--- src/rtl/float_alu_pkg.sv ---
// Shared float_alu types: flag layout {X,Z,O,U,I} and the result+flags entry.
package float_alu_pkg;
    localparam int DATA_W = 32;
    localparam int FLAG_W = 5;

    localparam int FLAG_X = 4;
    localparam int FLAG_Z = 3;
    localparam int FLAG_O = 2;
    localparam int FLAG_U = 1;
    localparam int FLAG_I = 0;

    typedef struct packed {
        logic [DATA_W-1:0] result;
        logic [FLAG_W-1:0] flags;
    } entry_t;
endpackage

--- src/rtl/float_result_queue_if.sv ---
// ALU-side and consumer-side handshake bundle of float_result_queue.
interface float_result_queue_if #(
    parameter int DEPTH  = 4,
    parameter int DATA_W = float_alu_pkg::DATA_W,
    parameter int FLAG_W = float_alu_pkg::FLAG_W
);
    localparam int CW = $clog2(DEPTH) + 1;

    logic              alu_valid;
    logic [DATA_W-1:0] alu_result;
    logic [FLAG_W-1:0] alu_flags;
    logic              alu_ready;
    logic              out_valid;
    logic              out_ready;
    logic [DATA_W-1:0] out_result;
    logic [FLAG_W-1:0] out_flags;
    logic [FLAG_W-1:0] sticky_flags;
    logic              sticky_clr;
    logic [CW-1:0]     count;

    modport slave (
        input  alu_valid, alu_result, alu_flags, out_ready, sticky_clr,
        output alu_ready, out_valid, out_result, out_flags, sticky_flags, count
    );

    modport master (
        output alu_valid, alu_result, alu_flags, out_ready, sticky_clr,
        input  alu_ready, out_valid, out_result, out_flags, sticky_flags, count
    );
endinterface

--- src/rtl/float_result_queue_fifo.sv ---
// Generic first-word-fall-through FIFO; pointers carry an extra wrap bit so
// full and empty are distinguished without a separate occupancy register.
module float_fifo
    import float_alu_pkg::*;
#(
    parameter int DEPTH = 4,
    parameter int WIDTH = DATA_W + FLAG_W
) (
    input  logic                     clk,
    input  logic                     rst_n,
    input  logic                     push,
    input  logic [WIDTH-1:0]         wdata,
    input  logic                     pop,
    output logic [WIDTH-1:0]         rdata,
    output logic                     full,
    output logic                     empty,
    output logic [$clog2(DEPTH):0]   count
);
    localparam int AW = $clog2(DEPTH);

    logic [WIDTH-1:0] mem [DEPTH];
    logic [AW:0]      wr_ptr, rd_ptr;
    logic             do_push, do_pop;

    assign empty   = (wr_ptr == rd_ptr);
    assign full    = (wr_ptr[AW-1:0] == rd_ptr[AW-1:0]) && (wr_ptr[AW] != rd_ptr[AW]);
    assign count   = wr_ptr - rd_ptr;
    assign do_push = push && !full;
    assign do_pop  = pop && !empty;
    // Head is forced to zero while empty so stale storage never leaks out.
    assign rdata   = empty ? '0 : mem[rd_ptr[AW-1:0]];

    always_ff @(posedge clk or negedge rst_n) begin
        if (!rst_n) begin
            wr_ptr <= '0;
            rd_ptr <= '0;
        end else begin
            if (do_push) wr_ptr <= wr_ptr + 1'b1;
            if (do_pop)  rd_ptr <= rd_ptr + 1'b1;
        end
    end

    always_ff @(posedge clk) begin
        if (do_push) mem[wr_ptr[AW-1:0]] <= wdata;
    end
endmodule

--- src/rtl/float_result_queue.sv ---
// Result buffer behind float_alu: FWFT FIFO of {result, flags} plus a sticky
// exception register accumulating the flags of every accepted entry.
module float_result_queue #(
    parameter int DEPTH  = 4,
    parameter int DATA_W = float_alu_pkg::DATA_W,
    parameter int FLAG_W = float_alu_pkg::FLAG_W
) (
    input  logic                  clk,
    input  logic                  rst_n,
    float_result_queue_if.slave   bus
);
    localparam int W = DATA_W + FLAG_W;

    logic              push, pop, full, empty;
    logic [W-1:0]      rd_entry;
    logic [FLAG_W-1:0] sticky;

    // alu_ready depends only on registered pointers, so no pop-through when full.
    assign bus.alu_ready = !full;
    assign push          = bus.alu_valid && !full;
    assign pop           = bus.out_ready && !empty;

    float_fifo #(.DEPTH(DEPTH), .WIDTH(W)) u_fifo (
        .clk   (clk),
        .rst_n (rst_n),
        .push  (push),
        .wdata ({bus.alu_result, bus.alu_flags}),
        .pop   (pop),
        .rdata (rd_entry),
        .full  (full),
        .empty (empty),
        .count (bus.count)
    );

    assign bus.out_valid                   = !empty;
    assign {bus.out_result, bus.out_flags} = rd_entry;
    assign bus.sticky_flags                = sticky;

    // Clear wins over old state but not over flags arriving in the same cycle.
    always_ff @(posedge clk or negedge rst_n) begin
        if (!rst_n) sticky <= '0;
        else        sticky <= (bus.sticky_clr ? '0 : sticky) | (push ? bus.alu_flags : '0);
    end
endmodule

--- src/flat_wrapper.sv ---
// flat-port wrapper written by rule: the top's interface ports become plain ports
module float_result_queue_flat 
#(
    parameter int DEPTH  = 4,
    parameter int DATA_W = float_alu_pkg::DATA_W,
    parameter int FLAG_W = float_alu_pkg::FLAG_W
)
  (clk, rst_n, bus_alu_valid, bus_alu_result, bus_alu_flags, bus_out_ready, bus_sticky_clr, bus_alu_ready, bus_out_valid, bus_out_result, bus_out_flags, bus_sticky_flags, bus_count);
  float_result_queue_if #(.DEPTH(DEPTH), .DATA_W(DATA_W), .FLAG_W(FLAG_W)) bus_i ();
  input  logic clk;
  input  logic rst_n;
  input wire logic [$bits(bus_i.alu_valid)-1:0] bus_alu_valid;
  input wire logic [$bits(bus_i.alu_result)-1:0] bus_alu_result;
  input wire logic [$bits(bus_i.alu_flags)-1:0] bus_alu_flags;
  input wire logic [$bits(bus_i.out_ready)-1:0] bus_out_ready;
  input wire logic [$bits(bus_i.sticky_clr)-1:0] bus_sticky_clr;
  output wire logic [$bits(bus_i.alu_ready)-1:0] bus_alu_ready;
  output wire logic [$bits(bus_i.out_valid)-1:0] bus_out_valid;
  output wire logic [$bits(bus_i.out_result)-1:0] bus_out_result;
  output wire logic [$bits(bus_i.out_flags)-1:0] bus_out_flags;
  output wire logic [$bits(bus_i.sticky_flags)-1:0] bus_sticky_flags;
  output wire logic [$bits(bus_i.count)-1:0] bus_count;
  assign bus_i.alu_valid = bus_alu_valid;
  assign bus_i.alu_result = bus_alu_result;
  assign bus_i.alu_flags = bus_alu_flags;
  assign bus_i.out_ready = bus_out_ready;
  assign bus_i.sticky_clr = bus_sticky_clr;
  assign bus_alu_ready = bus_i.alu_ready;
  assign bus_out_valid = bus_i.out_valid;
  assign bus_out_result = bus_i.out_result;
  assign bus_out_flags = bus_i.out_flags;
  assign bus_sticky_flags = bus_i.sticky_flags;
  assign bus_count = bus_i.count;
  float_result_queue #(.DEPTH(DEPTH), .DATA_W(DATA_W), .FLAG_W(FLAG_W)) u_core (.clk(clk), .rst_n(rst_n), .bus(bus_i));
endmodule
--- config.mk ---
export PLATFORM = sky130hd
export DESIGN_NAME = float_result_queue_flat
export DESIGN_NICKNAME = d
export VERILOG_FILES = /design/src/rtl/float_alu_pkg.sv /design/src/rtl/float_result_queue_if.sv /design/src/rtl/float_result_queue_fifo.sv /design/src/rtl/float_result_queue.sv /design/src/flat_wrapper.sv
export SDC_FILE = /design/constraint.sdc
export NUM_CORES = 1
export LEC_CHECK = 0
export CAP_MARGIN = 20
export CORE_MARGIN = 8
export CORE_UTILIZATION = 58
export DETAILED_ROUTE_END_ITERATION = 8
export GPL_TIMING_DRIVEN = 0
export PLACE_DENSITY = 0.84
export SYNTH_ARGS = -nofsm -noshare
export SYNTH_HDL_FRONTEND = slang
export SYNTH_SLANG_ARGS = --single-unit
--- constraint.sdc ---
create_clock -name clk -period 5.5 [get_ports clk]
set_clock_uncertainty 0.1 [all_clocks]
set_input_delay 1.1 -clock clk [delete_from_list [all_inputs] [get_ports clk]]
set_output_delay 1.1 -clock clk [all_outputs]
set_load 0.01 [all_outputs]
; ---- Word-level counts from Yosys, hierarchy flattened
; Memory sizes are Yosys's and may differ from the RTL's.
; Index checks and enable logic that the tools add are counted.
[word_totals]
register_bits = 11
word_cells = 23
mem_bits_rw = 148
memories = 1
[mem_list]
columns = memory, depth, width, read_ports, rd_ports_with_merged_regs, wr, line
row1 = u_core.u_fifo.mem, 4, 37, 1, 0, 1, float_result_queue_fifo.sv:21  ; logic [WIDTH-1:0] mem [DEPTH];
[op_classes]
add_sub_neg = 3
muxes = 5
n_eq_ne = 3
n_reduce_logical = 7
bitwise_logic = 1
[op_table]
columns = op, n
row1 = $mux W37, 1
row2 = $mux W5, 2
row3 = $add A3 B1 Y3 const B, 2
row4 = $logic_and A1 B1 Y1, 5
row5 = $or A5 B5 Y5, 1
row6 = $eq A3 B3 Y1, 1
row7 = $sub A3 B3 Y3, 1
row8 = $eq A2 B2 Y1, 1
row9 = $logic_not A1 Y1, 2
row10 = $mux W1, 2
row11 = $ne A1 B1 Y1, 1

; ---- Depth between registers and ports, before layout
; Gate-level depths: netlist of run 1.
[logic_depth]
word_depth = 7
mapped_depth = 9
depth_no_buf = 5

; ---- Modules after synthesis
; From an unflattened synthesis of run 1, not the netlist that was laid out.
[unflattened]
hier_cells = 294
hier_area_um2 = 6419.9
[by_module_without_submodules]
columns = mod, seq_area_each_um2, area_each_um2, cells_each, instances
row1 = float_fifo, 4594.4, 6222.2, 278, 1
row2 = float_result_queue, 125.1, 197.7, 16, 1

; ---- Least setup slack after synthesis of run 1
; No wires, ideal clock.
[synth_path]
kind = register to output
from = register u_core.u_fifo.rd_ptr[1]
to = output port bus_out_result[10]
stages_incl_launch_ff = 10
path_buffers = 4
slack_ns = 2.443
arrival_time_ns = 1.857
cell_sequence = dfrtp_1 > buf_2 > buf_2 > inv_1 > ha_1 > nand2_1 > nor2_1 > buf_2 > buf_6 > nor2b_1
[synth_via]
elab_chain_len = 2
[synth_rtl]
columns = item, line
row1 = start: declaration, float_result_queue_fifo.sv:22  ; logic [AW:0] wr_ptr, rd_ptr;
row2 = start signal: assignment, float_result_queue_fifo.sv:39  ; if (do_pop) rd_ptr <= rd_ptr + 1'b1;
row3 = $mem_v2 Z4 W37 or $eq A3 B3 Y1 (tied branches), n/a
row4 = $mux W37 (*), float_result_queue_fifo.sv:31  ; assign rdata = empty ? '0 : mem[rd_ptr[AW-1:0]];
row5 = end: declaration, flat_wrapper.sv:19  ; output wire logic [$bits(bus_i.out_result)-1:0] bus_out_result;
; Mark *: on every way between the ends. The rest lies on a longest branch, timed or not.

; ---- Final worst setup path of run 1
[layout_path]
from = register u_core.u_fifo.rd_ptr[1]
to = output port bus_out_result[24]
; The elaborated chain is that of the path after synthesis.

==> out/results.txt, run 1 <==
Req. time, crit path = 4.30 ns
Slew HR = 28.86%
Placed cell count = 518
Design Power = 4.993 mW
Total core area = 0.01070 mm²
Sum of negative setup slack = 0 ns
Pre-antenna DRT Iters = 4
Crit Path Class = reg2out
Post-synthesis cell type count = 24
Synth area leader = edfxtp_1
Layout area overhead = 26.45%
Port Buffer Count = 88
All-Layer GR Usage = 16.88%
Final hold vios = 0
CP Capture Type = output pin
Average vias per placed instance = 5.573
Global route hottest layer = met2
Peak supply drop = 0.4697 mV
Initial antenna violation count = 0
Final setup fails = 0
Leakage = 2.709 nW
Grt met3 use = 6.435%
Number of synthesized register bits = 159
CP max FO = 10
Grt ovf = 0
Final nets = 447
CP top delay family = buffers and inverters
Share of layout cells above drive strength 1 = 22.44%
Seq/Total Area, Yosys = 75.42%
RSZ-0062 raised after global routing = false
Post-CTS resize count = 0
Gp weighted congestion = 0.7744
TritonCTS Buffers = 17
Ant. Diodes = 0
Die ar. = 0.01437 mm²
Yosys warns = 0
Pins over their slew limit = 0
Skew-Pair Late Insertion Delay = 0.53 ns
Root buffer cell = clkbuf_8
MaxCap Viol Count = 0
Final critical-path required period = 4.670 ns
Global-route wire length before repair = 17930 µm
Most used cell, CP = buf_2
Drt initial violations = 175
Critical path, cell by cell = buf_2 > buf_2 > inv_1 > ha_1 > nand2_1 > nor2_1 > clkbuf_1 > nor2b_1 > clkdlybuf4s50_1
Vias in the first global route = 3344
Die Width = 119.9 µm
Status = finished clean
Final core occ = 73.96%
Setup slack, reg-to-reg = 2.20 ns
Core Rows = 38
Final ANT Viol Nets = 0
Hold Buf Count CTS = 0
Via count = 3065
Ranking of synthesized cells by area = edfxtp_1, mux4_2, dfrtp_1, nor2b_1, ha_1
CP startpoint kind = flip-flop
Drt drc = 0
Initial Util = 58.49%
PwrDens = 631.0 mW/mm²
Synth Cell Area = 0.006257 mm²
Clock transition at the registers of the reported paths = 0.06 ns
Worst Tran Pin Value = 1.067 ns
Routed WL = 11450 µm
HPWL after DPL = 7042 µm
Largest net degree at the start of global routing = 38
Mapped Cells = 290
M2 GR Usage = 27.35%
Clk sink count = 159
CP max stage delay = 0.51 ns
Setup ws final = 0.8301 ns
Buf/Inv on CP = 5
# IOs = 89
Non-Filler Instances = 550
Synth Area per Inst = 21.58 µm²
Die height = 119.9 µm
H-tree levels = 4
CTS tree = yes
Buffer depth of the longest clock path = 2
HP Class = reg2reg
CP arrival = 3.47 ns
Final Cycle Share = 84.91%
Wirelength per Cell = 20.81 µm
# Post-CTS Setup Buffers = 0
Slowest cell on the critical path = clkdlybuf4s50_1
GRT met1 Usage = 20.10%
Placement Setup Slack = 1.429 ns
Syn_nets = 340
Share of the synthesized area in the top cell type = 71.03%
Fmax = 214.1 MHz
## path summary, 6_finish.rpt
path / start / end / cells past startpoint
setup / recovery: u_core.u_fifo.rd_ptr[1] / bus_out_result[24] / 9
hold / removal: u_core.bus.sticky_flags[0] / u_core.bus.sticky_flags[0] / 1
setup reg to reg: u_core.u_fifo.rd_ptr[1] / u_core.u_fifo.mem[3][11] / 7
hold reg to reg: u_core.bus.sticky_flags[0] / u_core.bus.sticky_flags[0] / 1
max in group asynchronous: rst_n / u_core.u_fifo.rd_ptr[1] / 1
min in group asynchronous: rst_n / u_core.u_fifo.wr_ptr[2] / 1
## cell type report
type                    count  area, µm²
plain buffers              13      98.84
clock buffers              22      462.9
clock inverters            10      136.4
fillers                   649       2785
inverters                   8      30.03
multi-input cells         110       1409
flip-flops and latches    159       4720
well taps                 140      175.2
repair buffers             88      880.8
## cell families after synthesis
group	after synthesis	synth area share (%)
multiplexers	40	13.86
flip-flops	159	75.42
adder cells (fa/ha/maj)	8	1.720
XOR/XNOR	4	0.6800
buffers and inverters	21	2.060
AO/OA/AOI/OAI	12	1.420
AND/OR/NAND/NOR	46	4.839
## metrics by stage
stage                     hold WS [ns]  instance area (µm²)
after floorplan                 0.4286                 6257
after global placement          0.3934                 7313
after detailed placement        0.3971                 7313
after CTS                       0.4186                 7913
after global routing            0.4324                 7913
final                           0.4149                 7913
## worst register-to-register path: cells and delay by family (launching register included)
kind                       cells  cell delay, ns
DFF                            1            0.46
AOI/OAI and AO/OA              1            0.25
and+or+nand+nor                1            0.86
buffers and inverters          4            0.89
adders and majority gates      1            0.34
## synthesized netlist by cell type (all sizes together)
library cell  count
edfxtp          148
a31oi             3
clkbuf            3
a22o              5
o21ai             2
xnor2             2
nor2              1
ha                7
nor2b            32
and2              4
inv               8
a21oi             2
buf              10
mux4             37
dfrtp            11
nand3             1
xor2              2
and2b             5
nand2             3
mux2              3
fa                1
## power breakdown
group	total [mW]	internal [mW]	switching (mW)
logic	2.10	1.14	0.956
clock network	1.17	0.726	0.441
registers	1.73	1.64	0.0868
## per-layer routing
metal  up-vias  part of all wire, %  wire, µm
li1       1373                    -         -
met1      1586                   41      4741
met2        89                   51      5877
met3        17                  5.8       661
met4         0                  1.5       167
met5         -                    0         0
## sequential cells by signal (all words and copies together), names as in the netlist
name / flops
u_core.u_fifo.rd_ptr: 3
u_core.u_fifo.mem: 148
u_core.bus.sticky_flags: 5
u_core.u_fifo.wr_ptr: 3
## cells in the final DEF, fill, tap and decap left out, types with 5 or more instances in the layout
cell / n
buf_6: 6
edfxtp_1: 148
ha_1: 7
a22o_2: 5
nor2b_1: 30
clkbuf_1: 5
clkbuf_16: 16
and2b_1: 5
mux4_2: 37
inv_1: 8
dfrtp_1: 11
clkdlybuf4s50_1: 88
(Power assumes the default switching activity.)
==> run 2: changes to the inputs <==
Settings changed: CORE_UTILIZATION 58 to 49, PLACE_DENSITY 0.84 to 0.76.
Clock period 5.5 ns to 4.2 ns, I/O delays scaled along.
==> run 2 against run 1 <==
Sequential cell count did not move; power rose by 32%; die area rose by 16%; global-route usage down 1.9 points; sequential share of layout area is 0.39 points lower; clock-buffer cell count decreased by 3; clock power rose by 33%; wire length increased by 1.2%; first-iteration DRC count increased by 37%; worst hold slack better by 0.0069 ns; combinational power is 31% higher; non-clock buffer count is the same; critical endpoint is now bus_out_result[2].
==> out/results.txt, run 2 (synthesized netlist as in run 1, its figures left out) <==
Status = finished clean (unchanged)
Clock group share of total power = 23.7% (was 23.4%)
Pre-antenna DRT Iters = 4 (unchanged)
Die height = 129.0 µm (was 119.9 µm)
Leakage = 2.713 nW (was 2.709 nW)
Most common cell after layout, fill and taps aside = edfxtp_1 (unchanged)
CTS tree = yes (unchanged)
Max reg flops = 148 (unchanged)
Grt ovf = 0 (unchanged)
Slew HR = 29.75% (was 28.86%)
# IOs = 89 (unchanged)
Peak supply drop = 0.5179 mV (was 0.4697 mV)
Final ANT Viol Nets = 0 (unchanged)
Vias in the first global route = 3400 (was 3344)
CP startpoint kind = flip-flop (unchanged)
Worst Tran Pin Value = 1.054 ns (was 1.067 ns)
PwrDens = 826.1 mW/mm² (was 631.0 mW/mm²)
Crit Path Class = reg2out (unchanged)
Commonest non-fill, non-tap cells in the layout = edfxtp_1, clkdlybuf4s50_1, mux4_2, nor2b_1, clkbuf_16 (unchanged)
Hold WS = 0.4218 ns (was 0.4149 ns)
Final setup fails = 0 (unchanged)
Final critical-path required period = 3.967 ns
CP arrival = 3.03 ns (was 3.47 ns)
Layout area overhead = 27.31% (was 26.45%)
Routed WL = 11580 µm (was 11450 µm)
Largest net degree at the start of global routing = 38 (unchanged)
CP max FO = 10 (unchanged)
Flop pwr share = 34.4% (was 34.7%)
Ant. Diodes = 0 (unchanged)
Hold path cells = 1 (unchanged)
Average vias per placed instance = 5.206 (was 5.573)
Pins over their slew limit = 0 (unchanged)
Reg2Reg Depth = 7 (unchanged)
P_sw = 1.943 mW (was 1.484 mW)
Comb pwr share = 41.8% (was 42.0%)
Port Buffer Count = 88 (unchanged)
Total core area = 0.01257 mm² (was 0.01070 mm²)
Sum of negative setup slack = 0 ns (unchanged)
Hold Buf Count CTS = 0 (unchanged)
CP Capture Type = output pin (unchanged)
Drt drc = 0 (unchanged)
TritonCTS Buffers = 17 (unchanged)
Req. time, crit path = 3.26 ns (was 4.30 ns)
Gp weighted congestion = 0.7628 (was 0.7744)
Skew-Pair Late Insertion Delay = 0.42 ns (was 0.53 ns)
Power Internal = 4.638 mW (was 3.509 mW)
Fmax = 252.1 MHz
Via count = 3030 (was 3065)
HP Class = reg2reg (unchanged)
Initial antenna violation count = 0 (unchanged)
# fillers = 889 (was 649)
Final nets = 447 (unchanged)
Global-route wire length before repair = 18120 µm (was 17930 µm)
Clk sink count = 159 (unchanged)
Setup ws final = 0.2335 ns (was 0.8301 ns)
Die ar. = 0.01664 mm² (was 0.01437 mm²)
RSZ-0062 raised after global routing = false (unchanged)
Fin area = 0.007966 mm² (was 0.007913 mm²)
MaxCap Viol Count = 0 (unchanged)
Placed cell count = 550 (was 518)
Placement Setup Slack = 0.3980 ns (was 1.429 ns)
H-tree levels = 4 (unchanged)
Wirelength per Cell = 19.90 µm (was 20.81 µm)
Clock transition at the registers of the reported paths = 0.06 ns (about the same)
Share of layout cells above drive strength 1 = 22.44% (unchanged)
HPWL after DPL = 7165 µm (was 7042 µm)
Initial Util = 49.79% (was 58.49%)
Buffer depth of the longest clock path = 2 (unchanged)
Post-DP Area = 0.007353 mm² (was 0.007313 mm²)
Final hold vios = 0 (unchanged)
Die Width = 129.0 µm (was 119.9 µm)
All-Layer GR Usage = 14.94% (was 16.88%)
Switching share of power = 29.52% (was 29.72%)
Core Rows = 41 (was 38)
Drt initial violations = 239 (was 175)
Non-Filler Instances = 582 (was 550)
Final Cycle Share = 94.44%
Root buffer cell = clkbuf_16 (was clkbuf_8)
[run 2: cell count changes in the layout (fill, tap and decap cells not counted), sizes merged]
cell and delta:
bufinv +1, buf -1, clkbuf -2, clkinv +2
[run 2: layout make-up]
| type | count | area (µm²) | area share (%) |
|---|---|---|---|
| tap | 172 | 215.2 | 2.701 |
| sequential | 159 | 4721 | 59.26 |
| timing repair buffer | 88 | 880.8 | 11.06 |
| clock inverter | 13 | 170.2 | 2.136 |
| buffer | 13 | 107.6 | 1.351 |
| multi-input combinational | 110 | 1409 | 17.68 |
| clock buffer | 19 | 432.9 | 5.434 |
| inverter | 8 | 30.03 | 0.3769 |
[run 2: final timing paths]
kind / start / endpoint / slack [ns]
max in group asynchronous: rst_n / u_core.u_fifo.rd_ptr[1] / 2.95
max: u_core.u_fifo.rd_ptr[1] / bus_out_result[2] / 0.23
min reg2reg: u_core.bus.sticky_flags[4] / u_core.bus.sticky_flags[4] / 0.42
min in group asynchronous: rst_n / u_core.u_fifo.wr_ptr[2] / 0.67
min: u_core.bus.sticky_flags[4] / u_core.bus.sticky_flags[4] / 0.42
max reg2reg: u_core.u_fifo.rd_ptr[1] / u_core.u_fifo.mem[1][13] / 1.13
[run 2: per-stage QoR]
step	total power [mW]	util, %
2_1_floorplan	3.781	-
3_3_place_gp	5.034	58.51
3_5_place_dp	5.095	58.51
4_1_cts	6.669	63.32
5_1_grt	6.914	63.38
6_report	6.581	63.38
[run 2: what timing repair did]
| item | 4_1_cts | 5_1_grt |
|---|---|---|
| setup buffers | 0 | 0 |
| resized for setup | 1 | 6 |
| setup endpoints to repair | 33 | 36 |
[run 2: power groups by stage]
stage | combinational, mW | sequential (mW) | clock [mW]
finish | 2.75 | 2.27 | 1.56
global route | 2.98 | 2.30 | 1.64
CTS | 2.82 | 2.27 | 1.58
detailed placement | 2.79 | 2.30 | 0
global placement | 2.76 | 2.27 | 0
floorplan | 1.52 | 2.26 | 0
[run 2: routing by layer]
| layer | vias up | routed length, µm | GRT usage, % |
|---|---|---|---|
| met4 | 0 | 200 | 6.842 |
| met3 | 20 | 680 | 4.799 |
| met5 | - | 0 | 0 |
| li1 | 1373 | - | - |
| met1 | 1550 | 4974 | 18.32 |
| met2 | 87 | 5728 | 23.77 |
[run 2: worst max-delay path, stage by stage (launching register included)]
cell	delay, ns
dfrtp_2	0.43
buf_4	0.22
buf_4	0.24
inv_1	0.06
ha_1	0.33
nand2_1	0.12
nor2_1	0.07
clkbuf_4	0.21
buf_6	0.17
nor2b_1	0.17
clkdlybuf4s50_1	0.58
==> run 3: changes to the inputs <==
Settings changed: CELL_PAD_IN_SITES_DETAIL_PLACEMENT set to 0, CELL_PAD_IN_SITES_GLOBAL_PLACEMENT set to 1, CORE_UTILIZATION 49 to 42, PLACE_DENSITY 0.76 to unset, PLACE_DENSITY_LB_ADDON set to 0.1.
==> run 3 against run 2 <==
Sequential cell count stayed put; core utilization shrank 9.0 points; die area is 15% higher; combinational power hardly changed; worst setup slack improved by 0.018 ns; wire length is 2.3% higher; final cell count rose by 2.1%; sequential power hardly changed; worst hold slack gained 0.0014 ns; via count shrank 1.1%; cell area down 0.77%; non-clock buffer count is the same; largest power group unchanged.
==> out/results.txt, run 3 (synthesized netlist as in run 1, its figures left out) <==
Status = finished clean (unchanged)
Final setup fails = 0 (unchanged)
Met3 wire length = 603 µm (was 680 µm)
Largest net degree at the start of global routing = 38 (unchanged)
Met1 wire length = 5184 µm (was 4974 µm)
Drt initial violations = 128 (was 239)
Total core area = 0.01453 mm² (was 0.01257 mm²)
Skew-Pair Late Insertion Delay = 0.42 ns (about the same)
Routed WL = 11840 µm (was 11580 µm)
CP Capture Type = output pin (unchanged)
Global-route wire length before repair = 18410 µm (was 18120 µm)
Hold Buf Count CTS = 0 (unchanged)
HPWL after DPL = 7258 µm (was 7165 µm)
CP max stage delay = 0.58 ns (about the same)
MaxCap Viol Count = 0 (unchanged)
Grt ovf = 0 (unchanged)
Critical path, cell by cell = buf_4 > inv_1 > ha_1 > nand2_1 > nor2_1 > buf_4 > buf_6 > nor2b_1 > clkdlybuf4s50_1 (was buf_4 > buf_4 > inv_1 > ha_1 > nand2_1 > nor2_1 > clkbuf_4 > buf_6 > nor2b_1 > clkdlybuf4s50_1)
Final core occ = 54.39% (was 63.38%)
Gp weighted congestion = 0.7139 (was 0.7628)
Drt drc = 0 (unchanged)
Most used cell, CP = buf_4 (unchanged)
Commonest non-fill, non-tap cells in the layout = edfxtp_1, clkdlybuf4s50_1, mux4_2, nor2b_1, clkbuf_16 (unchanged)
Final Cycle Share = 94.02% (was 94.44%)
Vias in the first global route = 3263 (was 3400)
Worst Tran Pin Value = 1.062 ns (was 1.054 ns)
CP arrival = 3.01 ns (was 3.03 ns)
Clock transition at the registers of the reported paths = 0.06 ns (about the same)
HP Class = reg2reg (unchanged)
Fmax = 253.2 MHz (was 252.1 MHz)
Sum of negative setup slack = 0 ns (unchanged)
Wirelength per Cell = 19.94 µm (was 19.90 µm)
Final nets = 447 (unchanged)
Slew HR = 29.21% (was 29.75%)
Average vias per placed instance = 5.047 (was 5.206)
CP startpoint = u_core.u_fifo.rd_ptr[1] (unchanged)
Final critical-path required period = 3.949 ns (was 3.967 ns)
Layout area overhead = 26.33% (was 27.31%)
Hold path startpoint = u_core.bus.sticky_flags[0] (was u_core.bus.sticky_flags[4])
CTS tree = yes (unchanged)
CP max FO = 19 (was 10)
Core Rows = 44 (was 41)
Worst r2r src = u_core.u_fifo.rd_ptr[1] (unchanged)
Port Buffer Count = 88 (unchanged)
Req. time, crit path = 3.26 ns (about the same)
Share of layout cells above drive strength 1 = 21.22% (was 22.44%)
RSZ-0062 raised after global routing = false (unchanged)
Met2 wire length = 5824 µm (was 5728 µm)
PwrDens = 805.2 mW/mm² (was 826.1 mW/mm²)
Max reg flops = 148 (unchanged)
Die height = 138.1 µm (was 129.0 µm)
# fillers = 1210 (was 889)
Die Width = 138.1 µm (was 129.0 µm)
Final hold vios = 0 (unchanged)
Crit Path Class = reg2out (unchanged)
Peak supply drop = 0.5400 mV (was 0.5179 mV)
Leakage = 2.688 nW (was 2.713 nW)
Most common cell after layout, fill and taps aside = edfxtp_1 (unchanged)
Top Metal Used = met4 (unchanged)
Initial antenna violation count = 0 (unchanged)
Ant. Diodes = 0 (unchanged)
Slowest cell on the critical path = clkdlybuf4s50_1 (unchanged)
TritonCTS Buffers = 17 (unchanged)
H-tree levels = 4 (unchanged)
Final ANT Viol Nets = 0 (unchanged)
# IOs = 89 (unchanged)
Initial Util = 43.05% (was 49.79%)
Clk sink count = 159 (unchanged)
Buffer depth of the longest clock path = 2 (unchanged)
Die ar. = 0.01906 mm² (was 0.01664 mm²)
Root buffer cell = clkbuf_16 (unchanged)
Pins over their slew limit = 0 (unchanged)
Pre-antenna DRT Iters = 4 (unchanged)
All-Layer GR Usage = 12.75% (was 14.94%)
Via count = 2998 (was 3030)
CP startpoint kind = flip-flop (unchanged)
==> run 3: changes by cell type in the layout (fill, tap and decap cells not counted) <==
cell        previous run  this run
bufinv_16              4         1
clkbuf_1               4         7
clkinvlp_4             3         0
clkinv_2               4         6
buf_12                 0         1
clkbuf_4               1         0
clkinv_1               2         3
dfrtp_1               10        11
dfrtp_2                1         0
==> run 3: report_power, final <==
group          leakage [nW]  internal, mW  switching (mW)
clock network         0.258         0.801           0.557
registers              1.49          2.15           0.105
logic                 0.942          1.50            1.25
total                  2.69          4.45            1.91
==> run 3: repair_timing <==
item	in CTS	in global routing
endpoints found under the setup margin	36	25
buffers inserted	0	0
gates resized for setup	3	0
==> run 3: metal layers <==
metal | GRT usage [%] | vias up
li1 | - | 1373
met1 | 15.34 | 1533
met2 | 20.10 | 75
met3 | 5.000 | 17
met4 | 5.320 | 0
met5 | 0 | -
==> run 3: cell type report <==
class	count	area [µm²]	area share, %
Clock buffer	22	444.2	5.619
Multi-Input combinational cell	110	1409	17.82
Timing Repair Buffer	89	900.9	11.40
Buffer	12	100.1	1.266
Clock inverter	10	71.32	0.9022
Tap cell	184	230.2	2.912
Inverter	8	30.03	0.3799
Sequential cell	159	4720	59.70
==> run 3: worst paths after layout <==
kind | endpoint | slack [ns] | cells after the start
setup / recovery | bus_out_result[21] | 0.25 | 9
hold / removal | u_core.bus.sticky_flags[0] | 0.42 | 1
setup reg to reg | u_core.u_fifo.mem[1][19] | 1.14 | 6
hold reg to reg | u_core.bus.sticky_flags[0] | 0.42 | 1
max in group asynchronous | u_core.bus.sticky_flags[3] | 2.93 | 1
min in group asynchronous | u_core.u_fifo.wr_ptr[2] | 0.69 | 1
==> run 3: critical path: cells and delay by family, from the launching register on <==
kind / cells / cell delay, ns
buffers and inverters: 5 / 1.37
adder cells (fa/ha/maj): 1 / 0.34
flip-flops: 1 / 0.47
AND/OR/NAND/NOR: 3 / 0.41
==> run 3: stage by stage <==
stage          hold slack [ns]  area [µm²]  worst slack [ns]  cells  power, mW
3_3_place_gp            0.3977        7368            0.2708    562      5.102
4_1_cts                 0.4218        7910          0.002647    595      6.504
5_1_grt                 0.4350        7905           0.05473    594      6.736
6_report                0.4233        7905            0.2510    594      6.365
3_5_place_dp            0.3984        7388            0.2802    563      5.125
2_1_floorplan           0.4286        6257             1.403    290      3.781
